$ cat src/rtl/mips_mc_core.sv
// ---------------------------------------------------------------------------
// mips_mc_core
//   Multicycle MIPS-subset core. Each 32-bit instruction is fetched as
//   BEATS = 32/DATA_W big-endian beats over a DATA_W-wide memory port with a
//   ready handshake, so any number of wait states is tolerated.
//   Supported: LD, ST, R-type (add/sub/and/or/slt), ADDI, BEQ, J, HALT.
//   Every other opcode executes as a NOP. r0 is hardwired to zero.
//
// Parameters
//   DATA_W  datapath / register / memory-beat width (8, 16 or 32)
//   ADDR_W  memory / PC address width in beats (<= DATA_W)
//   REG_AW  register index width, 2**REG_AW registers (<= 5)
//
// Ports
//   clk        in   rising-edge clock
//   reset      in   synchronous, active-high reset
//   mem_rdata  in   read data, valid in the cycle mem_ready=1
//   mem_ready  in   completes the pending read/write request
//   mem_read   out  read request, held until mem_ready
//   mem_write  out  write request, held until mem_ready
//   mem_addr   out  beat address (PC or ALUOut)
//   mem_wdata  out  store data (register B) during a store, else zero
//   halted     out  core stopped on HALT, sticky until reset
// ---------------------------------------------------------------------------
module mips_mc_core #(
    parameter int DATA_W = 8,
    parameter int ADDR_W = 8,
    parameter int REG_AW = 3
) (
    input  logic              clk,
    input  logic              reset,
    input  logic [DATA_W-1:0] mem_rdata,
    input  logic              mem_ready,
    output logic              mem_read,
    output logic              mem_write,
    output logic [ADDR_W-1:0] mem_addr,
    output logic [DATA_W-1:0] mem_wdata,
    output logic              halted
);

    localparam int BEATS   = 32 / DATA_W;
    localparam int BEAT_SH = $clog2(BEATS);
    localparam int NREG    = 2 ** REG_AW;
    localparam int BCW     = 2;             // beat counter width, BEATS <= 4

    localparam logic [5:0] OP_R    = 6'b000000;
    localparam logic [5:0] OP_J    = 6'b000010;
    localparam logic [5:0] OP_BEQ  = 6'b000100;
    localparam logic [5:0] OP_ADDI = 6'b001000;
    localparam logic [5:0] OP_LD   = 6'b100000;
    localparam logic [5:0] OP_ST   = 6'b101000;
    localparam logic [5:0] OP_HALT = 6'b111111;

    localparam logic [5:0] FN_ADD  = 6'b100000;
    localparam logic [5:0] FN_SUB  = 6'b100010;
    localparam logic [5:0] FN_AND  = 6'b100100;
    localparam logic [5:0] FN_OR   = 6'b100101;
    localparam logic [5:0] FN_SLT  = 6'b101010;

    typedef enum logic [3:0] {
        S_FETCH,
        S_DECODE,
        S_MEMADR,
        S_LDRD,
        S_LDWR,
        S_STWR,
        S_RTYPEEX,
        S_RTYPEWR,
        S_ADDIEX,
        S_ADDIWR,
        S_BEQEX,
        S_JEX,
        S_HALT
    } state_t;

    state_t              state_q, state_d;
    logic [ADDR_W-1:0]   pc_q, pc_d;
    logic [31:0]         ir_q, ir_d;
    logic [DATA_W-1:0]   a_q, a_d;
    logic [DATA_W-1:0]   b_q, b_d;
    logic [DATA_W-1:0]   alu_out_q, alu_out_d;
    logic [DATA_W-1:0]   mdr_q, mdr_d;
    logic [BCW-1:0]      beat_q, beat_d;

    logic [DATA_W-1:0]   regs_q [NREG];
    logic [DATA_W-1:0]   regs_d [NREG];
    logic                rf_we;
    logic [REG_AW-1:0]   rf_waddr;
    logic [DATA_W-1:0]   rf_wdata;

    // Instruction fields
    logic [5:0]          opcode;
    logic [5:0]          funct;
    logic [REG_AW-1:0]   rs, rt, rd;
    logic [DATA_W-1:0]   imm_sext;   // sext(imm16) truncated to DATA_W
    logic [DATA_W-1:0]   br_off;     // imm scaled from words to beats
    logic [DATA_W-1:0]   pc_ext;     // PC zero-extended into the ALU
    logic [DATA_W-1:0]   r_result;

    assign opcode   = ir_q[31:26];
    assign funct    = ir_q[5:0];
    assign rs       = ir_q[21 +: REG_AW];
    assign rt       = ir_q[16 +: REG_AW];
    assign rd       = ir_q[11 +: REG_AW];
    assign imm_sext = DATA_W'({{16{ir_q[15]}}, ir_q[15:0]});
    assign br_off   = imm_sext << BEAT_SH;
    assign pc_ext   = DATA_W'(pc_q);

    // -----------------------------------------------------------------------
    // Moore outputs: decoded from state only, so they stay stable while the
    // memory holds off with mem_ready=0.
    // -----------------------------------------------------------------------
    assign mem_read  = (state_q == S_FETCH) || (state_q == S_LDRD);
    assign mem_write = (state_q == S_STWR);
    assign mem_addr  = ((state_q == S_LDRD) || (state_q == S_STWR))
                       ? ADDR_W'(alu_out_q) : pc_q;
    assign mem_wdata = (state_q == S_STWR) ? b_q : '0;
    assign halted    = (state_q == S_HALT);

    // -----------------------------------------------------------------------
    // R-type ALU; unknown funct codes yield zero. slt is a direct signed
    // compare so it cannot be fooled by subtraction overflow.
    // -----------------------------------------------------------------------
    always_comb begin
        r_result = '0;
        case (funct)
            FN_ADD:  r_result = a_q + b_q;
            FN_SUB:  r_result = a_q - b_q;
            FN_AND:  r_result = a_q & b_q;
            FN_OR:   r_result = a_q | b_q;
            FN_SLT:  r_result = ($signed(a_q) < $signed(b_q)) ? DATA_W'(1) : '0;
            default: r_result = '0;
        endcase
    end

    // -----------------------------------------------------------------------
    // Next-state / datapath control
    // -----------------------------------------------------------------------
    always_comb begin
        state_d   = state_q;
        pc_d      = pc_q;
        ir_d      = ir_q;
        alu_out_d = alu_out_q;
        mdr_d     = mdr_q;
        beat_d    = beat_q;
        // A/B track the currently addressed registers every cycle; execute
        // states always follow DECODE, so they see the complete IR.
        a_d       = regs_q[rs];
        b_d       = regs_q[rt];
        rf_we     = 1'b0;
        rf_waddr  = rt;
        rf_wdata  = alu_out_q;

        case (state_q)
            S_FETCH: begin
                if (mem_ready) begin
                    // Beat 0 lands in the most significant slice (big-endian).
                    for (int b = 0; b < BEATS; b++) begin
                        if (beat_q == BCW'(b)) begin
                            ir_d[31 - b*DATA_W -: DATA_W] = mem_rdata;
                        end
                    end
                    pc_d = pc_q + ADDR_W'(1);
                    if (beat_q == BCW'(BEATS - 1)) begin
                        beat_d  = '0;
                        state_d = S_DECODE;
                    end else begin
                        beat_d = beat_q + BCW'(1);
                    end
                end
            end

            S_DECODE: begin
                // Speculative branch target; PC already points past the word.
                alu_out_d = pc_ext + br_off;
                case (opcode)
                    OP_LD, OP_ST: state_d = S_MEMADR;
                    OP_R:         state_d = S_RTYPEEX;
                    OP_BEQ:       state_d = S_BEQEX;
                    OP_J:         state_d = S_JEX;
                    OP_ADDI:      state_d = S_ADDIEX;
                    OP_HALT:      state_d = S_HALT;
                    default:      state_d = S_FETCH;
                endcase
            end

            S_MEMADR: begin
                alu_out_d = a_q + imm_sext;
                state_d   = (opcode == OP_LD) ? S_LDRD : S_STWR;
            end

            S_LDRD: begin
                if (mem_ready) begin
                    mdr_d   = mem_rdata;
                    state_d = S_LDWR;
                end
            end

            S_LDWR: begin
                rf_we    = 1'b1;
                rf_waddr = rt;
                rf_wdata = mdr_q;
                state_d  = S_FETCH;
            end

            S_STWR: begin
                if (mem_ready) begin
                    state_d = S_FETCH;
                end
            end

            S_RTYPEEX: begin
                alu_out_d = r_result;
                state_d   = S_RTYPEWR;
            end

            S_RTYPEWR: begin
                rf_we    = 1'b1;
                rf_waddr = rd;
                rf_wdata = alu_out_q;
                state_d  = S_FETCH;
            end

            S_ADDIEX: begin
                alu_out_d = a_q + imm_sext;
                state_d   = S_ADDIWR;
            end

            S_ADDIWR: begin
                rf_we    = 1'b1;
                rf_waddr = rt;
                rf_wdata = alu_out_q;
                state_d  = S_FETCH;
            end

            S_BEQEX: begin
                if (a_q == b_q) begin
                    pc_d = ADDR_W'(alu_out_q);
                end
                state_d = S_FETCH;
            end

            S_JEX: begin
                // Word target scaled to beats, wrapped into the address space.
                pc_d    = ADDR_W'({6'b000000, ir_q[25:0]} << BEAT_SH);
                state_d = S_FETCH;
            end

            S_HALT: begin
                state_d = S_HALT;
            end

            default: begin
                state_d = S_FETCH;
            end
        endcase
    end

    // -----------------------------------------------------------------------
    // Register file next values; r0 is tied to zero so writes to it vanish.
    // -----------------------------------------------------------------------
    generate
        for (genvar gi = 0; gi < NREG; gi++) begin : g_rf
            if (gi == 0) begin : g_zero
                assign regs_d[gi] = '0;
            end else begin : g_reg
                assign regs_d[gi] = (rf_we && (rf_waddr == REG_AW'(gi)))
                                    ? rf_wdata : regs_q[gi];
            end
        end
    endgenerate

    // -----------------------------------------------------------------------
    // State registers
    // -----------------------------------------------------------------------
    always_ff @(posedge clk) begin
        if (reset) begin
            state_q   <= S_FETCH;
            pc_q      <= '0;
            ir_q      <= '0;
            a_q       <= '0;
            b_q       <= '0;
            alu_out_q <= '0;
            mdr_q     <= '0;
            beat_q    <= '0;
            for (int i = 0; i < NREG; i++) begin
                regs_q[i] <= '0;
            end
        end else begin
            state_q   <= state_d;
            pc_q      <= pc_d;
            ir_q      <= ir_d;
            a_q       <= a_d;
            b_q       <= b_d;
            alu_out_q <= alu_out_d;
            mdr_q     <= mdr_d;
            beat_q    <= beat_d;
            regs_q    <= regs_d;
        end
    end

endmodule
$ cat config.mk
export PLATFORM = sky130hd
export DESIGN_NAME = mips_mc_core
export DESIGN_NICKNAME = d
export VERILOG_FILES = /design/src/rtl/mips_mc_core.sv
export SDC_FILE = /design/constraint.sdc
export NUM_CORES = 1
export LEC_CHECK = 0
export CAP_MARGIN = 20
export CORE_MARGIN = 2
export CORE_UTILIZATION = 56
export DETAILED_ROUTE_END_ITERATION = 16
export MAX_ROUTING_LAYER = met4
export PLACE_DENSITY = 0.84
export SLEW_MARGIN = 20
export SYNTH_ARGS = -nofsm -noshare
export SYNTH_HDL_FRONTEND = slang
export SYNTH_SLANG_ARGS = --single-unit
$ cat constraint.sdc
create_clock -name clk -period 2.4 [get_ports clk]
set_clock_uncertainty 0.15 [all_clocks]
set_input_delay 0.48 -clock clk [delete_from_list [all_inputs] [get_ports clk]]
set_output_delay 0.48 -clock clk [all_outputs]
set_load 0.005 [all_outputs]
# --- After elaboration in Yosys (flattened, before gate mapping) ---
# Cells that the tools add are included.
totals:
  ff_bits: 140
  input_bits: 11
  out_inout_bits: 19
  elab_cells: 121
classes:
  n_addsub: 6
  order_cmp: 3
  n_eq_ne: 39
  n_mux: 25
  bitwise_logic: 4
  reduce_logical: 25
op_table:
  columns: ["op", "n"]
  rows:
  - ["$mux 8", 9]
  - ["$bmux 8 s3", 2]
  - ["$eq 6x6->1 const B", 8]
  - ["$pmux 8 s3", 2]
  - ["$pmux 8 s5", 1]
  - ["$pmux 4 s8", 1]
  - ["$add 8x8->8", 3]
  - ["$pmux 4 s6", 1]
  - ["$eq 4x4->1 const B", 5]
  - ["$eq 4x3->1 const B", 4]
  - ["$mux 4", 4]
  - ["$reduce_and 3->1", 5]
  - ["$eq 3x3->1 const B", 4]
  - ["$add 8x1->8 const B", 1]
  - ["$and 8x8->8", 1]
  - ["$eq 4x2->1 const B", 2]
  - ["$eq 8x8->1", 1]
  - ["$ge 4x4->1 const B", 2]
  - ["$lt 8x8->1", 1]
  - ["$ne 2x2->1 const B", 4]
  - ["$not 3->4", 2]
  - ["$or 8x8->8", 1]
  - ["$sub 8x8->8", 1]
  - ["$logic_and 1x1->1", 7]
  - ["22 further kinds", 30]

# --- Longest topological paths before layout ---
# Gate-level depths: netlist (run 1).
depth:
  ltp_word: 4
  ltp_mapped: 10
  ltp_nobuf: 10

# --- Least setup slack after synthesis (run 1) ---
# Ideal clock, no wire load.
synth_path:
  kind: "reg-to-reg"
  from: "register a_q[3]"
  to: "register pc_q[7] (netlist: pc_ext[7])"
  setup_ns: 0.086
  t_arrival_ns: 2.008
  required_time_ns: 2.164
  path_slack_ns: 0.156
  path_stages_with_launch: 10
  n_path_buf: 2
  synth_period_minus_slack_ns: 2.244
  cell_sequence: "dfxtp_1 -> inv_1 -> ha_1 -> clkbuf_1 -> nor4_1 -> a21oi_1 -> o21bai_1 -> buf_2 -> a21oi_1 -> a211oi_1"
synth_via:
  elab_chain_len: 3
synth_rtl:
  columns: ["element", "line", "source"]
  rows:
  - ["start: declaration", "79", "logic [DATA_W-1:0] a_q, a_d;"]
  - ["start signal: assignment", "281", "a_q <= '0;"]
  - ["start signal: assignment", "293", "a_q <= a_d;"]
  - ["$eq 8x8->1", "237", "if (a_q == b_q) begin"]
  - ["$ne 2x2->1 (no line)", null, null]
  - ["$reduce_and 3->1 (no line)", null, null]
  - ["end signal: assignment", "291", "pc_q <= pc_d;"]
  - ["end: declaration", "77", "logic [ADDR_W-1:0] pc_q, pc_d;"]
# Every way passes these cells.
# A chain may end at the register's enable or synchronous reset.

# --- Worst setup path after layout (run 1) ---
layout_path:
  from: "register state_q[2]"
  to: "output port mem_addr[4]"
layout_via:
  elab_chain_len: 3
  word_cells_on_any_way: 4
  classes_between: "2 x eq/ne; 1 x mux; 1 x reduce/logical"
layout_rtl:
  columns: ["element", "line", "source"]
  rows:
  - ["start: declaration", "76", "state_t state_q, state_d;"]
  - ["start signal: assignment", "290", "state_q <= state_d;"]
  - ["$eq 4x2->1 / $eq 4x3->1 (equally long branches)", "115", "assign mem_addr = ((state_q == S_LDRD) || (state_q == S_STWR))"]
  - ["$logic_or 1x1->1 *", "115", null]
  - ["$mux 8 *", "116", "? ADDR_W'(alu_out_q) : pc_q;"]
  - ["end: declaration", "36", "output logic [ADDR_W-1:0] mem_addr,"]
# Mark *: on every way between the ends. The rest lies on a longest branch, timed or not.

==> results of run 1 <==
what timing repair did:
action | CTS | global route
endpoints found under the setup margin | 20 | 31
setup buffers | 2 | 9
gates cloned | 1 | 1
gates resized for setup | 26 | 44
pin swaps | 1 | 6
per-layer routing:
layer	share of wire [%]	track usage (%)	routed length [um]	up-vias
met4	3.9	13.5	913	0
met2	48	51.1	11200	386
met5	0	-	0	-
met1	41	39.6	9510	3509
li1	-	-	-	3490
met3	7.8	6.04	1830	110
area by class of cell:
type                    count  area (sq um)
fillers                  1005          4140
well taps                 180           225
flip-flops and latches    125          2520
inverters                  34           133
clock buffers              18           439
multi-input cells         693          5170
repair buffers            121          1090
clock inverters            14           159
flip-flops by register name (all words and copies together) (netlist names):
name,cells
ir_q,23
state_q,4
alu_out_q,8
b_q,8
a_q,8
mdr_q,8
regs_q,56
pc_ext,8
beat_q,2
worst reg2reg max path: stages (launching register included):
cell and delay [ns]:
dfxtp_1 0.32, inv_1 0.08, ha_2 0.18, inv_1 0.05, fa_2 0.34, nor2b_1 0.15
o21ai_1 0.17, nand4_1 0.15, a31o_2 0.30, a31oi_4 0.19, o22ai_1 0.10
kinds of logic after synthesis:
| group | share of synthesized area, % |
|---|---|
| mux | 14.9 |
| compound gates | 20.1 |
| xor+xnor | 1.21 |
| buf+inv | 5.49 |
| fa+ha+maj | 7.61 |
| simple gates | 19.2 |
| flops | 31.4 |
through the flow:
stage | setup TNS (ns) | hold slack [ns] | std cells | instance area, sq um | setup WS, ns
2_1_floorplan | 0 | 0.291 | 913 | 7960 | 0.156
3_3_place_gp | 0 | 0.306 | 1140 | 8860 | 0.0372
3_5_place_dp | 0 | 0.317 | 1140 | 8860 | 0.0339
4_1_cts | -2.00 | 0.288 | 1175 | 9530 | -0.200
5_1_grt | -0.498 | 0.313 | 1185 | 9740 | -0.136
6_report | -0.255 | 0.299 | 1185 | 9740 | -0.0826
report_power, final:
group / internal, mW / switching [mW]
Clock: 1.57 / 1.06
Sequential: 2.12 / 0.0958
Combinational: 0.258 / 0.371
Total: 3.96 / 1.52
cells in the mapped netlist (4+ instances only):
| cell | n |
|---|---|
| a31oi_1 | 6 |
| o21ai_1 | 6 |
| nand2_1 | 54 |
| mux2_2 | 34 |
| a311oi_1 | 5 |
| o21bai_1 | 5 |
| ha_1 | 42 |
| nand2b_1 | 12 |
| clkbuf_1 | 40 |
| a22oi_1 | 21 |
| fa_1 | 4 |
| a211oi_2 | 6 |
| a211oi_1 | 42 |
| o31ai_1 | 5 |
| xnor2_1 | 6 |
| nor2b_1 | 12 |
| o21a_1 | 5 |
| mux4_2 | 16 |
| or3_1 | 4 |
| dfxtp_1 | 125 |
| and2_1 | 8 |
| a21oi_1 | 62 |
| o22ai_1 | 4 |
| and3_1 | 8 |
| nand3_1 | 37 |
| nor3_1 | 12 |
| o21ai_0 | 22 |
| mux2i_1 | 40 |
| nor4_1 | 11 |
| buf_2 | 11 |
| nor2_1 | 134 |
| inv_1 | 30 |
| buf_6 | 7 |
| xor2_1 | 5 |
| nor3_4 | 4 |
path summary, 6_finish.rpt:
kind	cells after the start	startpoint	to	slack, ns
max	6	state_q[2]	mem_addr[4]	-0.08
min	2	reset	alu_out_q[2]	0.30
max reg2reg	10	a_q[0]	alu_out_q[6]	0.09
min reg2reg	2	ir_q[6]	ir_q[6]	0.33
==> summary.txt, run 1 <==
Synth
  • Synth unique cells: 73
  • Yosys reg bits: 125
  • Largest area contributor in the netlist: dfxtp_1
  • Area contributors post-synth: dfxtp_1, ha_1, nor2_1
  • Post-synth EDFFs: 0
  • Top-area cell type share of the netlist area: 31.4%
  • Primary FF master, synth: dfxtp_1
  • Seq/Total Area, Yosys: 31.4%
  • Post-synth net total: 970
  • Yosys warns: 0
  • Fraction of registers with async set/reset: 0%
  • Area of the mapped netlist: 7960 sq um
  • Syn avg cell area: 8.72 sq um
  • Cell count after synthesis: 913

Routing
  • Routed via count: 7,495
  • Number of vias per cell: 6.32
  • Initial DRT Pass Iterations: 6
  • Post-DR wirelength/cell: between 15 and 20 um
  • Drt drc: 0
  • WL final: about 23 mm
  • Iter 0 DRT Violations: 1,065
  • Routed Antenna Nets: 0

STA
  • Slew @ Worst Pin: just under 0.7 ns
  • Worst setup margin: -0.0826 ns
  • Slew headroom: 54.6%
  • Final hold violations: 0
  • Achievable clock frequency: 403 MHz
  • Final min period: 2.48 ns
  • Max Slew Vio Count: 0
  • Final setup fails: 4
  • Final worst-path cycle share: 103%
  • RSZ-0062 raised after global routing: true

Setup path
  • Cell class contributing the biggest share of worst-path delay: buffers and inverters
  • Critical path type: reg -> out
  • CP arrival: 1.85 ns
  • Data required, critical path: 1.77 ns
  • Crit-path max cell delay: 0.38 ns
  • CP endpoint kind: output port
  • Type of origin of the critical path: flop
  • CP max-delay cell: dfxtp_4
  • Buf/Inv on CP: 3
  • Critical path cell sequence: xnor2_4 > nor2_4 > buf_4 > buf_6 > mux2_2 > dlygate4sd2_1
  • Worst-path maximum fanout: 6

Place
  • GPL Wtd Cong: 1.00
  • Dpl hpwl: around 16 mm
  • PortBufs: 29

Clocking
  • Worst-Skew Late Latency: 0.43 ns
  • CTS root buffer: clkbuf_16
  • Clock Path Buffers: 2
  • TritonCTS buffer count: 17
  • CTS tree: done
  • Clock Sinks: between 100 and 150
  • Clock-pin slew on the worst setup and hold paths: around 0.07 ns
  • H-tree levels: 4
  • Cts hold-fix bufs: 0

Final layout
  • Final net count: 1,049
  • # diodes: 0
  • Post-layout util: a little over two thirds
  • Share of cells above drive strength 1: 23.4%
  • Commonest non-fill, non-tap cells in the layout: nor2_1, dfxtp_1, buf_4
  • Synth-to-layout area growth: 22.4%
  • Commonest non-fill, non-tap cell in the layout: nor2_1

Global routing
  • Gr ovfl total: 0
  • Largest net degree at the start of global routing: 52
  • GRT Util Overall: 31.9%
  • Antenna violations before repair: 0
  • Number of global-route vias before repair: 6,969
  • First-pass GRT wire length: 36.2 mm

Outcome
  • Failing checks: setup timing
  • Outcome: finished, violations left

Floorplan
  • Die area: ~15,000 sq um
  • Site row count: 43
  • I/O pins: 30
  • Height of the die: around 120 um
  • Starting Density: 57.3%
  • Core area: between 10,000 and 15,000 sq um
  • Chip width: 123 um

Worst hold path
  • Hold Crit Class: in -> reg

Power
  • Leak Pwr: 3.97 nW
  • Peak VDD IR: 577 uV
  • P per Cell Area: about 560 nW/um^2
  • Pwr Total: 5.48 mW

Job
  • Max-cap violations: 0
(Power assumes the default switching activity.)
==> run 2, diff against run 1 <==
--- a/config.mk
+++ b/config.mk
@@ -7,10 +7,11 @@
 export LEC_CHECK = 0
 export CAP_MARGIN = 20
 export CORE_MARGIN = 2
-export CORE_UTILIZATION = 56
+export CORE_UTILIZATION = 60
+export CTS_CLUSTER_DIAMETER = 200
 export DETAILED_ROUTE_END_ITERATION = 16
 export MAX_ROUTING_LAYER = met4
-export PLACE_DENSITY = 0.84
+export PLACE_DENSITY = 0.86
 export SLEW_MARGIN = 20
 export SYNTH_ARGS = -nofsm -noshare
 export SYNTH_HDL_FRONTEND = slang
==> constraint.sdc (replaced) <==
create_clock -name clk -period 3.2 [get_ports clk]
set_clock_uncertainty 0.15 [all_clocks]
set_input_delay 0.64 -clock clk [delete_from_list [all_inputs] [get_ports clk]]
set_output_delay 0.64 -clock clk [all_outputs]
set_load 0.005 [all_outputs]
==> run 2 against run 1 <==
The flow now finishes without violations. Critical path type unchanged. Global-route usage increased by 0.070 points. Non-clock buffer count decreased by 69. Final area decreased by 8.1%. Critical path depth decreased by 2. Combinational power decreased by 33%. Clock power decreased by 26%.
==> summary.txt, run 2 (synthesis gave the netlist of run 1 again) <==
Final layout
  • Final net count: 979
  • Largest register FFs: 56
  • Regs by FF count: regs_q (56), ir_q (23)
  • Synth-to-layout area growth: 12.4%
  • Register Area: 2500 sq um
  • Area of the multi-input gates: 5030 sq um
  • # diodes: 0
  • FILL cells: 1,001
  • Biggest register: regs_q
  • Commonest non-fill, non-tap cells in the layout: nor2_1, dfxtp_1, a21oi_1
  • Share of cells above drive strength 1: approximately 14%
  • Commonest non-fill, non-tap cell in the layout: nor2_1

Place
  • Dpl hpwl: 14.9 mm
  • PortBufs: 29
  • GPL Wtd Cong: 0.967

Clocking
  • Cts hold-fix bufs: 0
  • TritonCTS buffer count: 17
  • Clock-pin slew on the worst setup and hold paths: 0.06 ns
  • Clock Path Buffers: 2
  • Post-CTS Resized: 0
  • CTS tree: done
  • Clock Sinks: 125
  • Worst-Skew Late Latency: 0.42 ns
  • Setup Buffers After CTS: 0
  • CTS root buffer: clkbuf_16
  • H-tree levels: 4

Power
  • Clock group share of total power: 48.2%
  • Pwr Total: 4.03 mW
  • Combinational Power Share: about a tenth
  • Sequential power share: 41.3%
  • Leak Pwr: 3.37 nW
  • Switching Share: 27.0%
  • P per Cell Area: around 450 nW/um^2
  • Peak VDD IR: 384 uV
  • Net Sw Power: 1.09 mW
  • Internal: 2.94 mW

Setup path
  • Worst-path maximum fanout: 10
  • Critical path type: reg -> out
  • Data required, critical path: 2.41 ns
  • CP arrival: between 2 and 2.5 ns
  • CP endpoint kind: output port
  • CP max-delay cell: dfxtp_1
  • Type of origin of the critical path: flop
  • Critical path cell sequence: xnor2_1 > nor2_2 > mux2_2 > clkdlybuf4s50_1
  • Crit-path max cell delay: 0.51 ns

STA
  • Final min period: 3.03 ns
  • Slew headroom: 46.5%
  • Final hold violations: 0
  • Setup TNS: 0 ns
  • RSZ-0062 raised after global routing: false
  • Final setup fails: 0
  • Final worst-path cycle share: a little over nine tenths
  • Achievable clock frequency: 330 MHz
  • Max Slew Vio Count: 0
  • Slew @ Worst Pin: 0.801 ns

Routing
  • Routed Antenna Nets: 0
  • WL final: approximately 21 mm
  • Post-DR wirelength/cell: 19.2 um
  • Drt drc: 0
  • Routed via count: 7,123
  • Initial DRT Pass Iterations: 5
  • Number of vias per cell: 6.41
  • Iter 0 DRT Violations: 806

Floorplan
  • Site row count: 42
  • Core area: around 13,000 sq um
  • Height of the die: between 100 and 150 um
  • I/O pins: 30
  • Starting Density: about three fifths
  • Die area: 14,200 sq um
  • Chip width: 119 um

Global routing
  • First-pass GRT wire length: roughly 35 mm
  • Gr ovfl total: 0
  • Number of global-route vias before repair: approximately 6.9k
  • Largest net degree at the start of global routing: 49
  • Antenna violations before repair: 0
  • GRT Util Overall: 32.0%

Outcome
  • Outcome: completed

Worst hold path
  • Hold Crit Class: reg -> reg

Job
  • Max-cap violations: 0
-- run 2: per-layer routing --
metal	track usage [%]	part of all wire, %	up-vias
met1	39.4	41	3375
met2	52.3	49	347
li1	-	-	3348
met5	-	0	-
met3	6.90	8.1	53
met4	11.0	2.5	0
-- run 2: power groups by stage --
stage	registers (mW)	clock network, mW	logic, mW
floorplan	1.66	0	0.311
global placement	1.69	0	0.402
detailed placement	1.70	0	0.410
CTS	1.66	1.96	0.413
global route	1.67	2.02	0.458
finish	1.67	1.94	0.420
-- run 2: final timing paths --
path / from / end / slack, ns / cells after the start
max reg2reg: state_q[1] / regs_q[34] / 0.44 / 8
max: state_q[1] / mem_addr[7] / 0.17 / 4
min: ir_q[7] / ir_q[7] / 0.32 / 2
min reg2reg: ir_q[7] / ir_q[7] / 0.32 / 2
-- run 2: stage by stage --
step	util (%)	worst slack [ns]	cells	cell area, sq um	hold slack [ns]
2_1_floorplan	-	0.834	913	7960	0.291
3_5_place_dp	63.9	0.490	1079	8360	0.313
4_1_cts	68.4	0.164	1111	8950	0.321
5_1_grt	68.4	0.0282	1111	8950	0.344
6_report	68.4	0.172	1111	8950	0.325
3_3_place_gp	63.9	0.560	1079	8360	0.309
-- run 2: worst max-delay path: cells and delay by family (launching register included) --
family	cells	cell delay (ns)
XOR/XNOR	1	0.14
AND/OR/NAND/NOR	1	0.35
buffers and inverters	1	0.44
flip-flops	1	0.51
multiplexers	1	0.39
-- run 2: cell type report --
class	count	area share, %
Multi-Input combinational cell	692	56.2
Sequential cell	125	28.0
Timing Repair Buffer	52	5.29
Clock buffer	19	4.95
Tap cell	176	2.46
Clock inverter	13	1.68
Inverter	34	1.45
